**config.mk**
```make
export PLATFORM = sky130hd
export DESIGN_NAME = instr_encoder_flat
export DESIGN_NICKNAME = d
export VERILOG_FILES = /design/src/rtl/instr_pkg.sv /design/src/rtl/instr_encoder_if.sv /design/src/rtl/instr_encoder_sync_fifo.sv /design/src/rtl/instr_encoder.sv /design/src/flat_wrapper.sv
export SDC_FILE = /design/constraint.sdc
export NUM_CORES = 1
export LEC_CHECK = 0
export BUFFER_PORTS_ARGS = -buffer_cell sky130_fd_sc_hd__buf_2
export CORE_UTILIZATION = 42
export DETAILED_ROUTE_END_ITERATION = 12
export PLACE_DENSITY = 0.66
export SYNTH_ARGS = -nofsm -noshare
export SYNTH_HDL_FRONTEND = slang
export SYNTH_SLANG_ARGS = --single-unit
```
**constraint.sdc**
```tcl
create_clock -name clk -period 4.1 [get_ports clk]
set_input_delay 0.205 -clock clk [delete_from_list [all_inputs] [get_ports clk]]
set_output_delay 0.205 -clock clk [all_outputs]
set_load 0.05 [all_outputs]
```
**src/rtl/instr_pkg.sv**
```systemverilog
// Shared MIPS instruction-format constants for the field encoder and splitter.
package instr_pkg;

    localparam logic [1:0] FMT_R   = 2'd0;
    localparam logic [1:0] FMT_I   = 2'd1;
    localparam logic [1:0] FMT_J   = 2'd2;
    localparam logic [1:0] FMT_BAD = 2'd3;

    // MSB position of each field inside the 32-bit word
    localparam int OP_HI = 31;
    localparam int RS_HI = 25;
    localparam int RT_HI = 20;
    localparam int RD_HI = 15;
    localparam int SH_HI = 10;
    localparam int FN_HI = 5;

    localparam logic [5:0] FN_SLL = 6'h00;
    localparam logic [5:0] FN_SRL = 6'h02;
    localparam logic [5:0] FN_SRA = 6'h03;

    function automatic logic is_shift_func(input logic [5:0] fn);
        return (fn == FN_SLL) || (fn == FN_SRL) || (fn == FN_SRA);
    endfunction

endpackage

```
**src/rtl/instr_encoder_if.sv**
```systemverilog
// Field-tuple input handshake plus instruction-memory write port.
interface instr_encoder_if #(parameter int ADDR_W = 10) ();

    logic              in_valid;
    logic              in_ready;
    logic [1:0]        fmt;
    logic [5:0]        opcode;
    logic [4:0]        rs;
    logic [4:0]        rt;
    logic [4:0]        rd;
    logic [4:0]        shamt;
    logic [5:0]        func;
    logic [15:0]       imm;
    logic [25:0]       index;
    logic              wr_en;
    logic              wr_ready;
    logic [ADDR_W-1:0] wr_addr;
    logic [31:0]       wr_data;

    modport slave (
        input  in_valid, fmt, opcode, rs, rt, rd, shamt, func, imm, index, wr_ready,
        output in_ready, wr_en, wr_addr, wr_data
    );

    modport master (
        output in_valid, fmt, opcode, rs, rt, rd, shamt, func, imm, index, wr_ready,
        input  in_ready, wr_en, wr_addr, wr_data
    );

endinterface

```
**src/rtl/instr_encoder_sync_fifo.sv**
```systemverilog
// Single-clock FIFO; pushed data is at the head the cycle after the push edge.
// Push ignored when full, pop ignored when empty; head is a plain read of registered storage.
module sync_fifo #(
    parameter int WIDTH = 32,
    parameter int DEPTH = 4
) (
    input  logic                     clk,
    input  logic                     rst,
    input  logic                     push,
    input  logic [WIDTH-1:0]         push_data,
    input  logic                     pop,
    output logic [WIDTH-1:0]         pop_data,
    output logic                     full,
    output logic                     empty,
    output logic [$clog2(DEPTH):0]   count
);

    localparam int AW = $clog2(DEPTH);

    logic [WIDTH-1:0] mem [DEPTH];
    logic [AW-1:0]    wr_ptr;
    logic [AW-1:0]    rd_ptr;
    logic             push_ok;
    logic             pop_ok;

    assign full     = (count == (AW+1)'(DEPTH));
    assign empty    = (count == '0);
    assign push_ok  = push && !full;
    assign pop_ok   = pop && !empty;
    assign pop_data = mem[rd_ptr];

    always_ff @(posedge clk) begin
        if (push_ok) mem[wr_ptr] <= push_data;
    end

    // Pointers wrap naturally because DEPTH is a power of two
    always_ff @(posedge clk or posedge rst) begin
        if (rst) begin
            wr_ptr <= '0;
            rd_ptr <= '0;
            count  <= '0;
        end else begin
            if (push_ok) wr_ptr <= wr_ptr + 1'b1;
            if (pop_ok)  rd_ptr <= rd_ptr + 1'b1;
            case ({push_ok, pop_ok})
                2'b10:   count <= count + 1'b1;
                2'b01:   count <= count - 1'b1;
                default: count <= count;
            endcase
        end
    end

endmodule

```
**src/rtl/instr_encoder.sv**
```systemverilog
// Packs MIPS R/I/J fields into 32-bit words, buffers them, writes them to imem at an
// auto-incrementing address; wr_en one cycle after accept, in_ready low only when full.
// ENC_FIELD_CHECK_EN adds opcode/format legality checks and a sticky err_field output.
module instr_encoder
    import instr_pkg::*;
#(
    parameter int DEPTH     = 4,
    parameter int ADDR_W    = 10,
    parameter int BASE_ADDR = 0
) (
    input  logic                   clk,
    input  logic                   rst,
    instr_encoder_if.slave         bus,
    input  logic                   addr_clr,
    output logic [$clog2(DEPTH):0] count,
`ifdef ENC_FIELD_CHECK_EN
    output logic                   err_field,
`endif
    output logic                   err_illegal
);

    logic [31:0]       enc;
    logic              illegal;
    logic              accept;
    logic              push;
    logic              pop;
    logic              full;
    logic              empty;
    logic [ADDR_W-1:0] addr_q;

    always_comb begin
        enc = '0;
        case (bus.fmt)
            FMT_R: begin
                enc[OP_HI -: 6] = bus.opcode;
                enc[RS_HI -: 5] = bus.rs;
                enc[RT_HI -: 5] = bus.rt;
                enc[RD_HI -: 5] = bus.rd;
                enc[SH_HI -: 5] = bus.shamt;
                enc[FN_HI -: 6] = bus.func;
            end
            FMT_I: begin
                enc[OP_HI -: 6] = bus.opcode;
                enc[RS_HI -: 5] = bus.rs;
                enc[RT_HI -: 5] = bus.rt;
                enc[15:0]       = bus.imm;
            end
            default: begin
                enc[OP_HI -: 6] = bus.opcode;
                enc[25:0]       = bus.index;
            end
        endcase
    end

`ifdef ENC_FIELD_CHECK_EN
    assign illegal = (bus.fmt == FMT_BAD)
                  || ((bus.fmt == FMT_R) && (bus.opcode != 6'd0))
                  || ((bus.fmt != FMT_R) && (bus.opcode == 6'd0));
`else
    assign illegal = (bus.fmt == FMT_BAD);
`endif

    assign bus.in_ready = !full;
    assign accept       = bus.in_valid && bus.in_ready;
    assign push         = accept && !illegal;
    assign bus.wr_en    = !empty;
    assign pop          = bus.wr_en && bus.wr_ready;
    assign bus.wr_addr  = addr_q;

    sync_fifo #(.WIDTH(32), .DEPTH(DEPTH)) u_fifo (
        .clk       (clk),
        .rst       (rst),
        .push      (push),
        .push_data (enc),
        .pop       (pop),
        .pop_data  (bus.wr_data),
        .full      (full),
        .empty     (empty),
        .count     (count)
    );

    // Reload wins over increment; the popping write still uses the old address
    always_ff @(posedge clk or posedge rst) begin
        if (rst) begin
            addr_q <= ADDR_W'(BASE_ADDR);
        end else if (addr_clr) begin
            addr_q <= ADDR_W'(BASE_ADDR);
        end else if (pop) begin
            addr_q <= addr_q + 1'b1;
        end
    end

    always_ff @(posedge clk or posedge rst) begin
        if (rst) begin
            err_illegal <= 1'b0;
        end else if (accept && illegal) begin
            err_illegal <= 1'b1;
        end
    end

`ifdef ENC_FIELD_CHECK_EN
    always_ff @(posedge clk or posedge rst) begin
        if (rst) begin
            err_field <= 1'b0;
        end else if (push && (bus.fmt == FMT_R) && (bus.shamt != 5'd0)
                     && !is_shift_func(bus.func)) begin
            err_field <= 1'b1;
        end
    end
`endif

endmodule

```
**src/flat_wrapper.sv**
```systemverilog
// flat-port wrapper written by rule: the top's interface ports become plain ports
module instr_encoder_flat import instr_pkg::*;
#(
    parameter int DEPTH     = 4,
    parameter int ADDR_W    = 10,
    parameter int BASE_ADDR = 0
)
  (clk, rst, addr_clr, count, err_illegal, bus_in_valid, bus_fmt, bus_opcode, bus_rs, bus_rt, bus_rd, bus_shamt, bus_func, bus_imm, bus_index, bus_wr_ready, bus_in_ready, bus_wr_en, bus_wr_addr, bus_wr_data);
  instr_encoder_if #(.ADDR_W(ADDR_W)) bus_i ();
  input  logic clk;
  input  logic rst;
  input  logic addr_clr;
  output logic [$clog2(DEPTH):0] count;
  output logic err_illegal;
  input wire logic [$bits(bus_i.in_valid)-1:0] bus_in_valid;
  input wire logic [$bits(bus_i.fmt)-1:0] bus_fmt;
  input wire logic [$bits(bus_i.opcode)-1:0] bus_opcode;
  input wire logic [$bits(bus_i.rs)-1:0] bus_rs;
  input wire logic [$bits(bus_i.rt)-1:0] bus_rt;
  input wire logic [$bits(bus_i.rd)-1:0] bus_rd;
  input wire logic [$bits(bus_i.shamt)-1:0] bus_shamt;
  input wire logic [$bits(bus_i.func)-1:0] bus_func;
  input wire logic [$bits(bus_i.imm)-1:0] bus_imm;
  input wire logic [$bits(bus_i.index)-1:0] bus_index;
  input wire logic [$bits(bus_i.wr_ready)-1:0] bus_wr_ready;
  output wire logic [$bits(bus_i.in_ready)-1:0] bus_in_ready;
  output wire logic [$bits(bus_i.wr_en)-1:0] bus_wr_en;
  output wire logic [$bits(bus_i.wr_addr)-1:0] bus_wr_addr;
  output wire logic [$bits(bus_i.wr_data)-1:0] bus_wr_data;
  assign bus_i.in_valid = bus_in_valid;
  assign bus_i.fmt = bus_fmt;
  assign bus_i.opcode = bus_opcode;
  assign bus_i.rs = bus_rs;
  assign bus_i.rt = bus_rt;
  assign bus_i.rd = bus_rd;
  assign bus_i.shamt = bus_shamt;
  assign bus_i.func = bus_func;
  assign bus_i.imm = bus_imm;
  assign bus_i.index = bus_index;
  assign bus_i.wr_ready = bus_wr_ready;
  assign bus_in_ready = bus_i.in_ready;
  assign bus_wr_en = bus_i.wr_en;
  assign bus_wr_addr = bus_i.wr_addr;
  assign bus_wr_data = bus_i.wr_data;
  instr_encoder #(.DEPTH(DEPTH), .ADDR_W(ADDR_W), .BASE_ADDR(BASE_ADDR)) u_core (.clk(clk), .rst(rst), .bus(bus_i), .addr_clr(addr_clr), .count(count), .err_illegal(err_illegal));
endmodule
```
**Word level (Yosys, flattened, before mapping)**

Memory sizes are Yosys's and may differ from the RTL's.
Cells that the tools add are included.

- Output and inout bits: 48
- Memory bits (writable): 128
- Memories: 1
- Flip-flop bits (word level): 18
- Logic and storage cells: 35
- Input bits: 81

Memories:

| memory | words | width | rd ports | clocked after Yosys merged registers in | write ports | RTL line | RTL |
|---|---|---|---|---|---|---|---|
| u_core.u_fifo.mem | 4 | 32 | 1 | 0 | 1 | instr_encoder_sync_fifo.sv:20 | `logic [WIDTH-1:0] mem [DEPTH];` |

- Add/sub/neg operators: 5
- Reductions and logical operators: 13
- Muxes and demuxes: 6
- Equality and inequality tests: 5

Operators with widths:

| operator | count |
|---|---|
| $pmux W26 S2 | 1 |
| $mux W10 | 2 |
| $add A10 B1 Y10 const B | 1 |
| $logic_and A1 B1 Y1 | 6 |
| $pmux W3 S2 | 1 |
| $add A2 B1 Y2 const B | 2 |
| $eq A2 B1 Y1 const B | 2 |
| $eq A2 B2 Y1 const B | 2 |
| $reduce_bool A2 Y1 | 2 |
| $add A3 B1 Y3 const B | 1 |
| $eq A3 B3 Y1 const B | 1 |
| $logic_not A1 Y1 | 3 |
| $logic_not A3 Y1 | 1 |
| $sub A3 B1 Y3 const B | 1 |
| $logic_not A2 Y1 | 1 |
| $mux W1 | 2 |

**Longest topological paths before layout**

- Depth in word-level cells: 7
- Depth in mapped cells: 11
- Mapped depth without buffers: 9

**By module**

Synthesis repeated with hierarchy kept, for this count alone.

- Cells, all modules: 329
- Area, all modules: 6122.1 um2

Modules (own cells, without submodules):

| module | times used | cells an instance | area an instance (um2) | sequential area each (um2) |
|---|---|---|---|---|
| sync_fifo | 1 | 206 | 5094.9 | 4018.9 |
| instr_encoder | 1 | 123 | 1027.2 | 275.3 |

**Worst setup path before layout**

OpenSTA, ideal clock, no wires.

- Path kind: reg-to-reg
- Start: register u_core.u_fifo.count[2]
- End: register u_core.u_fifo.count[2]
- Path slack: 1.257 ns
- Library setup time: 0.148 ns
- Cell stages (with the launch flop): 11
- Data required time: 3.952 ns
- Buffers on the path: 1
- Arrival time: 2.694 ns
- Period minus slack after synthesis: 2.843 ns
- Cells stage by stage: dfrtp_1 or3b_1 and3_1 buf_6 inv_1 ha_1 inv_1 fa_1 xor2_1 nor2_1 xor2_1

- Word-level cells in the longest chain between the ends: 7
- Elaborated cells between the ends (all ways): 15
- Classes of those cells: add/sub: 2; eq/ne: 3; mux: 1; reduce/logical: 9

Ends and longest elaborated chain:

| what | RTL line | RTL |
|---|---|---|
| start: declaration | instr_encoder_sync_fifo.sv:15 | `output logic [$clog2(DEPTH):0] count` |
| start signal: assignment | instr_encoder_sync_fifo.sv:46 | `2'b10: count <= count + 1'b1;` |
| start signal: assignment | instr_encoder_sync_fifo.sv:47 | `2'b01: count <= count - 1'b1;` |
| start signal: assignment | instr_encoder_sync_fifo.sv:48 | `default: count <= count;` |
| $eq A3 B3 Y1 * | instr_encoder_sync_fifo.sv:26 | `assign full = (count == (AW+1)'(DEPTH));` |
| $logic_not A1 Y1 * | instr_encoder.sv:63 | `assign bus.in_ready = !full;` |
| net bus_in_ready | flat_wrapper.sv:26 | `output wire logic [$bits(bus_i.in_ready)-1:0] bus_in_ready;` |
| $logic_and A1 B1 Y1 | instr_encoder.sv:64 | `assign accept = bus.in_valid && bus.in_ready;` |
| $logic_and A1 B1 Y1 | instr_encoder.sv:65 | `assign push = accept && !illegal;` |
| $logic_and A1 B1 Y1 * | instr_encoder_sync_fifo.sv:28 | `assign push_ok = push && !full;` |
| $eq A2 B1 Y1 / $eq A2 B2 Y1 (equally long branches) | instr_encoder_sync_fifo.sv:45 | `case ({push_ok, pop_ok})` |
| $pmux W3 S2 / $reduce_bool A2 Y1 (equally long branches) | -- |  |

Mark *: on every way through the listed nets, which the timed path passes. The rest lies on a longest branch.
A chain may end at the register's enable or synchronous reset.

**Worst setup path in the final report**

- Start: register u_core.u_fifo.rd_ptr[0]
- End: output bus_wr_data[18]

- Word-level cells in the longest chain between the ends: 1

Ends and longest elaborated chain:

| what | RTL line | RTL |
|---|---|---|
| start: declaration | instr_encoder_sync_fifo.sv:22 | `logic [AW-1:0] rd_ptr;` |
| start signal: assignment | instr_encoder_sync_fifo.sv:44 | `if (pop_ok) rd_ptr <= rd_ptr + 1'b1;` |
| $mem_v2 Z4 W32 | -- |  |
| end: declaration | flat_wrapper.sv:29 | `output wire logic [$bits(bus_i.wr_data)-1:0] bus_wr_data;` |

No other way between the ends.

==> out/metrics.csv <==
metric,value,unit
I/O pin count,129,
Final HPWL DP,7170,um
final instance count without filler cells,658,
Area growth syn-to-layout,23.9,%
antenna-violating nets left,0,
kind of critical path,register to primary output,
arrival time at the worst endpoint,2410,ps
endpoints failing hold,0,
clk sinks,146,
Vias per Instance,5.15,
DR DRC count,0,
sum of negative setup slack,0,ps
"Clk Latency, worst-skew pair",410,ps
# Post-CTS Setup Buffers,0,
largest net degree at the start of global routing,44,
Crit path required time,3890,ps
post-layout total power,5.49,mW
portion of the clock cycle consumed by the worst path in the final layout,0.637,
fraction of layout cells with a size suffix above 1,0.441,
number of nets in the layout,553,
most area-hungry cell type in the Yosys netlist,sky130_fd_sc_hd__edfxtp_1,
main area contributors after synthesis,"sky130_fd_sc_hd__edfxtp_1 (64%), sky130_fd_sc_hd__mux4_2 (12%), sky130_fd_sc_hd__dfrtp_1 (7.5%), sky130_fd_sc_hd__mux2i_1 (2.8%), sky130_fd_sc_hd__mux2_2 (2.2%)",
total global-route track usage,0.170,
average cell area after synthesis,18.4,sq um
first-pass detailed-route iteration total,4,
"critical path, cell by cell",buf_4 -> mux4_2 -> buf_2,
number of slew-limit violations in the final report,0,
Routed WL per cell,17.5,um
TritonCTS buffer count,17,
post-CTS clock slew at the launch and capture registers of the worst setup and hold paths,60,ps
top achievable clock speed,383,MHz
post-synth top area share,0.638,
hold-fix buffers at CTS,6,
Max clock buf depth,2,
worst hold slack,26.2,ps
Max H-tree Level,4,
final clock skew,6.40,ps
yosys synthesis warning count,0,
number of nets produced by synthesis,415,
DP Cell Count,620,
via count of the routed design,3391,
instance count of the mapped netlist,327,
total number of placement rows,43,
Initial Util,0.432,
final routed wirelength across all metal layers,11500,um
height of the chip,122,um
power per standard cell area,735,nW/um^2
highest cell delay on the worst timing path,700,ps
overall die width,122,um
total grt overflow,0,
final estimated routing congestion in global placement,0.712,
"Seq/Total Area, Yosys",0.713,
PortBufs,128,
clock root buffer,sky130_fd_sc_hd__clkbuf_16,
number of setup violations in the final report,0,
max cap viols,0,
wire length of the first global-routing pass,17900,um
die footprint,14800,sq um
Hold/Removal Path Class,input pin to register,
status,finished clean,
number of global-route vias before repair,3493,
CTS tree,built,
worst-case vdd ir drop,0.341,mV
flip-flop cell with the highest count after synthesis,sky130_fd_sc_hd__edfxtp_1,
count of antenna diodes in the layout,0,
count of cells resized by post-cts repair,0,
number of flops mapped to enable cells by yosys,128,
crit path max-delay cell type,sky130_fd_sc_hd__dfrtp_2,
violation count after the first detailed-route iteration,174,
critical path launch point type,register,
Tmin final,2610,ps
standby leakage power,2.83,nW
Netlist cell types,33,
share of synthesized flip-flops with an asynchronous set or reset,0.123,
core outline area,13900,sq um
capturing element type of the critical path,primary output,
"commonest non-fill, non-tap cells in the layout","sky130_fd_sc_hd__buf_2 (128), sky130_fd_sc_hd__edfxtp_1 (128), sky130_fd_sc_hd__mux4_2 (32)",
worst slew margin relative to its limit,0.390,
highest net fanout along the worst path,19,
slew at the pin with the worst max-slew slack,914,ps
unrepaired setup endpoints after global routing,false,
Syn Std Cell Area,6020,sq um
count of state elements after synthesis,146,
number of antenna violations at the first check in global routing,0,
## where the power goes
| group | total, mW | leakage, nW | internal [mW] | switching [mW] |
|---|---|---|---|---|
| Combinational | 1.91 | 1.15 | 0.612 | 1.30 |
| Sequential | 2.10 | 1.40 | 1.90 | 0.200 |
| Clock | 1.49 | 0.285 | 0.938 | 0.548 |
## layout make-up
class | count | area [sq um]
multi-input combinational | 155 | 1620
fill | 1127 | 6470
tap | 180 | 225
clock buffer | 25 | 485
sequential | 146 | 4300
timing repair buffer | 136 | 716
clock inverter | 7 | 85.1
inverter | 9 | 33.8
## worst max-delay path: cells and delay by family, from the launching register on
kind                   cells  cell delay [ps]
multiplexers               1              570
flip-flops                 1              700
buffers and inverters      2              690
## worst paths after layout
| check | startpoint | cells after the start | slack [ps] | endpoint |
|---|---|---|---|---|
| worst max-delay path | u_core.u_fifo.rd_ptr[0]$_DFFE_PP0P_ | 3 | 1490 | bus_wr_data[18] |
| worst min-delay path | bus_opcode[2] | 1 | 30 | u_core.u_fifo.mem[1][28]$_DFFE_PP_ |
| worst max register to register | u_core.u_fifo.count[0]$_DFFE_PP0P_ | 9 | 1720 | u_core.u_fifo.count[2]$_DFFE_PP0P_ |
| worst min register to register | u_core.err_illegal$_DFFE_PP0P_ | 1 | 480 | u_core.err_illegal$_DFFE_PP0P_ |
| max in group asynchronous | rst | 3 | 3140 | u_core.u_fifo.rd_ptr[1]$_DFFE_PP0P_ |
| min in group asynchronous | rst | 3 | 470 | u_core.err_illegal$_DFFE_PP0P_ |
## synth_stat cells, types with 4 or more instances
cell type	instances
sky130_fd_sc_hd__o21ai_0	19
sky130_fd_sc_hd__mux4_2	32
sky130_fd_sc_hd__ha_1	6
sky130_fd_sc_hd__and2_1	4
sky130_fd_sc_hd__xnor2_1	5
sky130_fd_sc_hd__mux2_2	12
sky130_fd_sc_hd__nand2_1	23
sky130_fd_sc_hd__mux2i_1	17
sky130_fd_sc_hd__dfrtp_1	18
sky130_fd_sc_hd__edfxtp_1	128
sky130_fd_sc_hd__clkbuf_1	9
sky130_fd_sc_hd__nor2_1	5
sky130_fd_sc_hd__buf_2	6
sky130_fd_sc_hd__inv_1	8
sky130_fd_sc_hd__a21oi_1	6
sky130_fd_sc_hd__or3_1	4
## state kept, by name, indices dropped and copies added (netlist names)
register and flops:
u_core.bus.wr_addr 10, u_core.err_illegal 1, u_core.u_fifo.wr_ptr 2, u_core.u_fifo.rd_ptr 2, u_core.u_fifo.mem 128, u_core.u_fifo.count 3
## cells by family (layout without fill, tap and decap cells)
kind of cell	after synthesis	after routing	synth area share
compound gates	30	30	0.0297
xor+xnor	8	8	0.0116
fa+ha+maj	7	7	0.0158
buf+inv	26	177	0.0187
flops	146	146	0.713
mux	62	62	0.173
simple gates	48	48	0.0384
## per-stage QoR
step,instance area (sq um),setup slack (ps),util
after global placement,6830,1810,0.490
after detailed placement,6830,1730,0.490
after CTS,7460,1380,0.536
after global routing,7460,1310,0.536
after floorplan,6020,1260,-
final,7460,1490,0.536
## metal layers
metal  track usage  vias to the layer above  share of wire
met4        0.0702                        0          0.012
met3        0.0562                       14          0.071
met5             0                        -              0
met2         0.275                      123           0.50
met1         0.209                     1686           0.42
li1              -                     1568              -
Power figures use the tool's default switching activity.
